$ cat config.mk
export PLATFORM = sky130hd
export DESIGN_NAME = write_hit_check_ctrl
export DESIGN_NICKNAME = d
export VERILOG_FILES = /design/src/rtl/write_hit_check_ctrl.sv
export SDC_FILE = /design/constraint.sdc
export NUM_CORES = 1
export LEC_CHECK = 0
export BUFFER_PORTS_ARGS = -buffer_cell sky130_fd_sc_hd__buf_2
export CAP_MARGIN = 20
export CORE_AREA = 2 2 77 79
export CTS_CLUSTER_SIZE = 30
export DETAILED_ROUTE_END_ITERATION = 6
export DIE_AREA = 0 0 79 81
export GPL_TIMING_DRIVEN = 0
export PLACE_DENSITY_LB_ADDON = 0.3
export SLEW_MARGIN = 40
export SYNTH_ARGS = -nofsm -noshare
export SYNTH_HDL_FRONTEND = slang
export SYNTH_SLANG_ARGS = --single-unit
$ cat constraint.sdc
create_clock -name clock -period 2.15 [get_ports clock]
set_clock_uncertainty 0.15 [all_clocks]
set_input_delay 0.5375 -clock clock [delete_from_list [all_inputs] [get_ports clock]]
set_output_delay 0.5375 -clock clock [all_outputs]
set_load 0.05 [all_outputs]
$ cat src/rtl/write_hit_check_ctrl.sv
// Write-hit check controller: looks up a request's index in an external tag RAM,
// compares tags, optionally allocates on miss, and returns hit/miss with a handshake.
//  state     | meaning
//  S_IDLE    | ready for a request
//  S_LOOKUP  | tag RAM read issued at captured index
//  S_COMPARE | RAM data valid, hit decided
//  S_UPDATE  | allocating miss: one-cycle tag write
//  S_RESP    | result held until resp_ready
module write_hit_check_ctrl #(
   parameter int AWIDTH = 3,
   parameter int DWIDTH = 14,
   localparam int RAW = AWIDTH + DWIDTH - 1
) (
   input  logic              clock,
   input  logic              reset_n,
   input  logic              req_valid,
   output logic              req_ready,
   input  logic [RAW-1:0]    req_addr,
   input  logic              req_alloc,
   output logic              resp_valid,
   input  logic              resp_ready,
   output logic              resp_hit,
   output logic [AWIDTH-1:0] resp_index,
   output logic [AWIDTH-1:0] ram_addr,
   output logic [DWIDTH-1:0] ram_din,
   output logic              ram_we,
   input  logic [DWIDTH-1:0] ram_dout,
   output logic [15:0]       hit_cnt,
   output logic [15:0]       miss_cnt
);
   localparam int TW = DWIDTH - 1;

   typedef enum logic [2:0] {S_IDLE, S_LOOKUP, S_COMPARE, S_UPDATE, S_RESP} state_t;

   state_t            state_q, state_d;
   logic [TW-1:0]     tag_q, tag_d;
   logic [AWIDTH-1:0] idx_q, idx_d;
   logic              alloc_q, alloc_d;
   logic              hit_q, hit_d;
   logic [15:0]       hit_cnt_q, hit_cnt_d;
   logic [15:0]       miss_cnt_q, miss_cnt_d;
   logic              lookup_hit;

   assign lookup_hit = ram_dout[DWIDTH-1] && (ram_dout[DWIDTH-2:0] == tag_q);

   always_comb begin
      state_d    = state_q;
      tag_d      = tag_q;
      idx_d      = idx_q;
      alloc_d    = alloc_q;
      hit_d      = hit_q;
      hit_cnt_d  = hit_cnt_q;
      miss_cnt_d = miss_cnt_q;
      case (state_q)
         S_IDLE: begin
            if (req_valid) begin
               tag_d   = req_addr[RAW-1:AWIDTH];
               idx_d   = req_addr[AWIDTH-1:0];
               alloc_d = req_alloc;
               state_d = S_LOOKUP;
            end
         end
         S_LOOKUP: state_d = S_COMPARE;
         S_COMPARE: begin
            hit_d = lookup_hit;
            if (lookup_hit) begin
               if (hit_cnt_q != 16'hFFFF) hit_cnt_d = hit_cnt_q + 16'd1;
            end else begin
               if (miss_cnt_q != 16'hFFFF) miss_cnt_d = miss_cnt_q + 16'd1;
            end
            state_d = (!lookup_hit && alloc_q) ? S_UPDATE : S_RESP;
         end
         S_UPDATE: state_d = S_RESP;
         S_RESP: begin
            // Returning to IDLE first keeps a waiting request from being taken this edge.
            if (resp_ready) state_d = S_IDLE;
         end
         default: state_d = S_IDLE;
      endcase
   end

   always_ff @(posedge clock or negedge reset_n) begin
      if (!reset_n) begin
         state_q    <= S_IDLE;
         tag_q      <= '0;
         idx_q      <= '0;
         alloc_q    <= 1'b0;
         hit_q      <= 1'b0;
         hit_cnt_q  <= '0;
         miss_cnt_q <= '0;
      end else begin
         state_q    <= state_d;
         tag_q      <= tag_d;
         idx_q      <= idx_d;
         alloc_q    <= alloc_d;
         hit_q      <= hit_d;
         hit_cnt_q  <= hit_cnt_d;
         miss_cnt_q <= miss_cnt_d;
      end
   end

   // Write strobe is decoded from state so reset drops it without waiting for a clock.
   assign req_ready  = (state_q == S_IDLE);
   assign resp_valid = (state_q == S_RESP);
   assign resp_hit   = hit_q;
   assign resp_index = idx_q;
   assign ram_addr   = idx_q;
   assign ram_we     = (state_q == S_UPDATE);
   assign ram_din    = (state_q == S_UPDATE) ? {1'b1, tag_q} : '0;
   assign hit_cnt    = hit_cnt_q;
   assign miss_cnt   = miss_cnt_q;

endmodule

# Word-level counts from Yosys, hierarchy flattened
# Index checks and enable logic that the tools add are counted.
# W data, S select, Z words.
# totals
word_cells	32
reg_bits	53
input_bits	35
output_inout_bits	56
# op_classes
reduce_logical	8
n_addsub	2
muxes	5
n_eq_ne	9
bitwise	1
# op_table
operator	n
$add A16 B1 Y16 const B	2
$ne A16 B16 Y1 const B	2
$pmux W3 S5	1
$mux W14	1
$eq A13 B13 Y1	1
$mux W3	3
$eq A3 B2 Y1 const B	2
$reduce_and A3 Y1	2
$reduce_and A2 Y1	2
$eq A3 B1 Y1 const B	1
$eq A3 B3 Y1 const B	1
$logic_not A3 Y1	1
$logic_and A1 B1 Y1	2
$ne A2 B1 Y1 const B	1
$ne A2 B2 Y1 const B	1
$logic_not A1 Y1	1
$not A1 Y1	1

# Depth between registers and ports, before layout
# Gate-level depths: netlist (run 1).
# logic_depth
depth_word	6
depth_mapped	7
mapped_depth_nobuf	6

# Least setup slack after synthesis (run 1)
# No wires, ideal clock.
# synth_path
kind	reg2reg
start	register state_q[0]
end	register tag_q[10]
setup_time_ns	0.125
stages_incl_launch_ff	6
arrival_time_ns	2.530
n_path_buf	2
period_less_slack_ns	2.805
required_time_ns	1.875
path_slack_ns	-0.655
path_cell_list	dfrtp_1 nor3_1 and2_1 buf_2 buf_2 mux2_2
# synth_via
elab_chain_len	2
# synth_lines
item	line	source
start: declaration	35	state_t state_q, state_d;
start signal: assignment	92	state_q <= state_d;
$logic_not A3 Y1	n/a	
via req_ready	17	output logic req_ready,
$reduce_and A2 Y1 (no source line)	n/a	
end signal: assignment	93	tag_q <= tag_d;
end: declaration	36	logic [TW-1:0] tag_q, tag_d;
# The timed path passes the listed nets, and every way through them passes these cells.
# A chain may end at the register's enable or synchronous reset.

# Worst setup path after layout (run 1)
# layout_path
start	register state_q[2]
end	output ram_din[7]
# layout_via
elab_chain_len	2
# layout_lines
item	line	source
$eq A3 B2 Y1	109	assign ram_din = (state_q == S_UPDATE) ? {1'b1, tag_q} : '0;
$mux W14	109	
end: declaration	25	output logic [DWIDTH-1:0] ram_din,
# Every way passes these cells.

==> flow_summary.ini, run 1 <==
[finish]
final_layout_size_suffix_gt1_share_pct = 45.3
finalNetCount = 380
area_growth_pct = 31.4
num_antenna_cells = 0
stdcell_area_um2 = 3540
layoutNonFillerInstCount = 419

[yosys]
synth_commonest_cells = 53 x sky130_fd_sc_hd__dfrtp_1, 27 x sky130_fd_sc_hd__xnor2_1, 18 x sky130_fd_sc_hd__mux2_2, 17 x sky130_fd_sc_hd__nand4_1, 15 x sky130_fd_sc_hd__xor2_1
most_instantiated_library_cell_after_synthesis = sky130_fd_sc_hd__dfrtp_1
synth_cell_types = 36
syn_nets = 279
synth_async_sr_flop_share_pct = 100
synth_top_flop_cell = sky130_fd_sc_hd__dfrtp_1
synth.largest_area_cell = sky130_fd_sc_hd__dfrtp_1
synth_top_area_share_pct = 49.2
synthesis.area_per_instance_um2 = 11.1
yosysWarningCount = 0
ys_seq_elements = 53
post_synthesis_sequential_area_ratio_pct = 49.2
synth_edf_count = 0
ys_top_cells_by_area = sky130_fd_sc_hd__dfrtp_1 49%, sky130_fd_sc_hd__xnor2_1 8.8%, sky130_fd_sc_hd__mux2_2 7.5%, sky130_fd_sc_hd__xor2_1 4.9%, sky130_fd_sc_hd__nand4_1 3.9%
synth_area_um2 = 2700
synth_cells = 242

[grt]
grt_use_met1_pct = 23.2
top_usage_layer = met2
globalRoute.totalOverflow = 0
first_pass_grt_wire_length_um = 9420
grtUsageTotal_pct = 18.6
via_count_of_the_first_global_routing_pass = 2043
use_met2_pct = 31.4
globalRouteMet3Util_pct = 5.33
antenna_found_initial = 0
grt_max_degree = 54

[worst_setup_path]
regToRegEndpoint = tag_q[3]
timing.critical_path.from_type = register
regToRegStartpoint = state_q[0]
timing.reg2reg.setup_slack_ps = 90
setup.worst_path.end_class = primary output
cp_data_required_time_ps = 1460
critical_path.max_fanout = 11
worst-r2r-cell-count = 6
critical_path_arrival_ps = 1460
worstSetupPathType = reg -> out

[clock_network]
worst_setup_hold_path_clk_slew_ps = 90
skew_pair_late_insertion_delay_ps = 300
cts.sinks = 53
cts.htree.levels = 2
clock_tree.root_cell = sky130_fd_sc_hd__clkbuf_8
tritoncts_clock_tree = yes
cts_max_path_buffers = 2
cts_buffers = 5
post_cts_hold_buffer_count = 0

[die]
core.rowCount = 28
core_area_um2 = 5680
initial_core_util_pct = 47.5
die_w_um = 79
pin_count = 91
area_enclosed_by_the_die_boundary_um2 = 6400
die_height_um = 81

[sta]
setup_violations = 0
setup_tns_ps = 0
final_critical_path_required_period_ps = 2140
clock.fmax_mhz = 466
grt_setup_unrepaired = true
slew_headroom_pct = 56.0
timing_hold_violations_final = 0
timing_max_transition_violations_final = 0
hold_ws_ps = 112
period_share_pct = 99.8
worst_margin_slew_ps = 659

[route]
route.detailed.vias_per_inst = 5.15
wl_per_cell_um = 13.5
vias = 2159
drt_first_iter_violations = 110
detail_route.drc_violations = 0
detail-route-antenna-nets = 0
dr.pass1.iters = 4
wirelength_um = 5650

[placement]
dpl.cell_count = 407
port-buffer-count = 90
finalWeightedCongestion = 0.802
detailed_place_hpwl_um = 4060
dpl-instance-area_um2 = 3260

[status]
outcome = complete, no violations

[min_path]
min_path_type = in -> async

[power]
p_leak_uw = 0.00165
maximum_vdd_drop_v = 0.000728
power.density_nw_per_um2 = 1240

[flow_run]
max-cap-violations = 0
## power by group
group          internal, uW  switching (uW)
clock                   379             325
combinational           744            1330
sequential             1310             310
total                  2430            1970
## worst max-delay path by stage
stage,from,to,slack [ps],depth (start not counted)
6_report,state_q[2],ram_din[7],5,5
3_5_place_dp,ram_dout[5],miss_cnt[11],-220,7
2_1_floorplan,state_q[0],tag_q[10],-200,5
4_1_cts,state_q[2],ram_din[6],-30,5
3_3_place_gp,ram_dout[2],miss_cnt[11],-230,7
5_1_grt,state_q[2],ram_din[6],-80,5
## layout make-up
type | count | area (um^2)
Fill cell | 508 | 2130
Sequential cell | 53 | 1330
Multi-Input combinational cell | 174 | 1320
Timing Repair Buffer | 94 | 571
Buffer | 12 | 97.6
Tap cell | 75 | 93.8
Clock buffer | 6 | 82.6
Clock inverter | 2 | 37.5
Inverter | 3 | 11.3
## cell usage in the layout (no fill, tap or decap), drive strengths merged, types with 2 or more instances in the layout
cell type / n
and2: 14
and3: 6
buf: 102
clkbuf: 10
dfrtp: 53
ha: 2
inv: 3
mux2: 19
nand2: 14
nand2b: 3
nand3: 14
nand4: 17
nor2: 12
nor3: 12
nor3b: 2
nor4: 6
nor4b: 2
xnor2: 27
xor2: 15
## worst max-delay path, cell delays in order (launching register included)
cell	delay [ps]
sky130_fd_sc_hd__dfrtp_1	390
sky130_fd_sc_hd__nand2b_4	160
sky130_fd_sc_hd__nor2_4	140
sky130_fd_sc_hd__buf_8	150
sky130_fd_sc_hd__and2_2	160
sky130_fd_sc_hd__buf_6	160
## registers in the layout (all words and copies together) (netlist names)
register and flops:
ram_addr 3, alloc_q 1, hit_cnt 16, miss_cnt 16, resp_hit 1, state_q 3, tag_q 13
## through the flow
stage          power, uW  utilization, %  setup slack (ps)
6_report            4400            62.5              5.16
5_1_grt             4640            62.5             -81.3
4_1_cts             4410            61.3             -32.9
3_5_place_dp        3630            57.5              -219
3_3_place_gp        3580            57.5              -235
2_1_floorplan       3160               -              -200
## per-layer routing
metal  vias to the layer above  part of all wire (%)
met4                         0                  0.76
met3                         7                   6.7
met5                         -                     0
li1                       1040                     -
met1                      1042                    44
met2                        70                    49
## logic make-up after synthesis
family	count (synthesis)	share of synthesized area, %
adder cells (fa/ha/maj)	2	0.927
multiplexers	19	7.93
AO/OA/AOI/OAI	3	0.788
buffers and inverters	15	3.62
XOR/XNOR	42	13.6
flip-flops	53	49.2
AND/OR/NAND/NOR	108	23.9
## repair_timing
item                                    CTS  global route
endpoints found under the setup margin   15            41
gates resized for setup                  27            11
pin swaps                                 0             1
cloned                                    0             0
buffers inserted                          1             3
Power figures use the tool's default switching activity.
==> run 2, diff against run 1 <==
--- a/config.mk
+++ b/config.mk
@@ -7,10 +7,10 @@
 export LEC_CHECK = 0
 export BUFFER_PORTS_ARGS = -buffer_cell sky130_fd_sc_hd__buf_2
 export CAP_MARGIN = 20
-export CORE_AREA = 2 2 77 79
+export CORE_AREA = 2 2 63 95
 export CTS_CLUSTER_SIZE = 30
 export DETAILED_ROUTE_END_ITERATION = 6
-export DIE_AREA = 0 0 79 81
+export DIE_AREA = 0 0 65 97
 export GPL_TIMING_DRIVEN = 0
 export PLACE_DENSITY_LB_ADDON = 0.3
 export SLEW_MARGIN = 40
==> run 2 against run 1 <==
Net effect:
- cell count fell by 1.2%
- core utilization rose by 2.8 points
- sequential cell count did not move
- critical endpoint unchanged
- global-route usage rose by 1.8 points
- largest cell class unchanged
- register-to-register slack improved by 20 ps
- critical path type unchanged
- hold slack got worse by 21 ps
- highest routed layer unchanged
==> flow_summary.ini, run 2 (same netlist as run 1, synthesis figures left out) <==
[placement]
finalWeightedCongestion = 0.810
port-buffer-count = 90
pre_cts_slack_ps = -289
detailed_place_hpwl_um = 4330

[die]
die_height_um = 97
pin_count = 91
core.rowCount = 33
initial_core_util_pct = 49.9
area_enclosed_by_the_die_boundary_um2 = 6310
core_area_um2 = 5410
die_w_um = 65

[finish]
num_antenna_cells = 0
most-common-layout-cells = 77 x sky130_fd_sc_hd__buf_2, 49 x sky130_fd_sc_hd__dfrtp_1, 27 x sky130_fd_sc_hd__xnor2_1, 18 x sky130_fd_sc_hd__mux2_2, 17 x sky130_fd_sc_hd__nand4_1
finalNetCount = 380
area_growth_pct = 30.8
mostFrequentLayoutCell = sky130_fd_sc_hd__buf_2
final_layout_size_suffix_gt1_share_pct = 45.6

[route]
detail-route-antenna-nets = 0
dr.pass1.iters = 4
drt_first_iter_violations = 131
wl_per_cell_um = 14.7
wirelength_um = 6100
vias = 2180
detail_route.drc_violations = 0
route.detailed.vias_per_inst = 5.27

[worst_setup_path]
worst-r2r-cell-count = 5
cp_data_required_time_ps = 1460
timing.reg2reg.setup_slack_ps = 110
worstSetupPathType = reg -> out
setup.worst_path.end_class = primary output
critical_path_arrival_ps = 1440
regToRegStartpoint = state_q[2]
timing.critical_path.from_type = register
regToRegEndpoint = miss_cnt[1]
critical_path.max_fanout = 11

[sta]
clock.fmax_mhz = 470
timing_max_transition_violations_final = 0
period_share_pct = 98.9
worst_margin_slew_ps = 677
setup_violations = 0
grt_setup_unrepaired = true
fin_ws_ps = 24.2
slew_headroom_pct = 54.9
final_critical_path_required_period_ps = 2130
timing_hold_violations_final = 0

[clock_network]
tritoncts_clock_tree = yes
cts.sinks = 53
cts_buffers = 5
cts.htree.levels = 2
cts_max_path_buffers = 2
skew_pair_late_insertion_delay_ps = 310
worst_setup_hold_path_clk_slew_ps = 90
clock_tree.root_cell = sky130_fd_sc_hd__clkbuf_8
post_cts_hold_buffer_count = 0

[grt]
first_pass_grt_wire_length_um = 10100
via_count_of_the_first_global_routing_pass = 2235
grtUsageTotal_pct = 20.3
globalRoute.totalOverflow = 0
antenna_found_initial = 0
grt_max_degree = 54

[power]
maximum_vdd_drop_v = 0.000884
pwr-share-comb_pct = 48.3
internal_power_uw = 2350
p_leak_uw = 0.00164
power.density_nw_per_um2 = 1230
switching_share_pct = 45.9
sequentialPowerShare_pct = 37.4
clock_power_share_pct = 14.3
switchingPower_uw = 1990
design_power_total_uw = 4340

[status]
outcome = complete, no violations

[min_path]
min_path_type = in -> async

[flow_run]
max-cap-violations = 0
run 2: cell types whose count changed in the layout (fill, tap and decap cells not counted), sizes merged:
cell and change:
buf +1, bufinv -1, clkinv +1, clkinvlp -1
run 2: final cells by class:
| cell class | instances | area, um^2 |
|---|---|---|
| Clock inverter | 1 | 5.00 |
| Multi-Input combinational cell | 174 | 1330 |
| Tap cell | 70 | 87.6 |
| Buffer | 12 | 100 |
| Timing Repair Buffer | 94 | 571 |
| Sequential cell | 53 | 1330 |
| Inverter | 3 | 11.3 |
| Clock buffer | 7 | 96.3 |
| Fill cell | 472 | 1880 |
run 2: per-stage QoR:
step / area [um^2] / utilization [%] / setup TNS (ps) / std cells / hold WS [ps]
final: 3530 / 65.2 / 0 / 414 / 90.3
after CTS: 3470 / 64.2 / -261 / 413 / 134
after floorplan: 2720 / - / -1990 / 242 / 91.9
after global placement: 3260 / 60.2 / -6460 / 402 / 313
after global routing: 3530 / 65.2 / -517 / 414 / 166
after detailed placement: 3260 / 60.2 / -8210 / 402 / 328
run 2: worst max-delay path: stages, from the launching register on:
cell,delay (ps)
sky130_fd_sc_hd__dfrtp_1,390
sky130_fd_sc_hd__nand2b_4,160
sky130_fd_sc_hd__nor2_4,140
sky130_fd_sc_hd__buf_8,140
sky130_fd_sc_hd__and2_2,150
sky130_fd_sc_hd__buf_6,150
run 2: timing repair:
item                       CTS  global route
setup endpoints to repair   33            19
buffers inserted             3             1
pin swaps                    2             1
resized for setup           27            15
run 2: power by group through the flow:
stage          Clock, uW  Sequential, uW  Combinational (uW)
3_5_place_dp           0            1640                2000
6_report             620            1620                2100
3_3_place_gp           0            1620                1970
5_1_grt              678            1670                2240
4_1_cts              634            1630                2070
2_1_floorplan          0            2100                1060
run 2: worst max path at each step:
stage,startpoint,endpoint,slack [ps],cells past startpoint
4_1_cts,state_q[2],ram_din[11],-30,5
3_3_place_gp,ram_dout[2],miss_cnt[14],-240,7
6_report,state_q[2],ram_din[7],20,5
2_1_floorplan,state_q[0],tag_q[10],-200,5
5_1_grt,state_q[2],ram_din[8],-60,5
3_5_place_dp,ram_dout[2],miss_cnt[11],-290,7
run 2: per-layer routing:
metal / vias up / track usage (%) / wire length (um)
li1: 1040 / - / -
met1: 1041 / 23.6 / 2330
met2: 85 / 35.3 / 3250
met3: 14 / 4.30 / 349
met4: 0 / 8.67 / 170
met5: - / 0 / 0
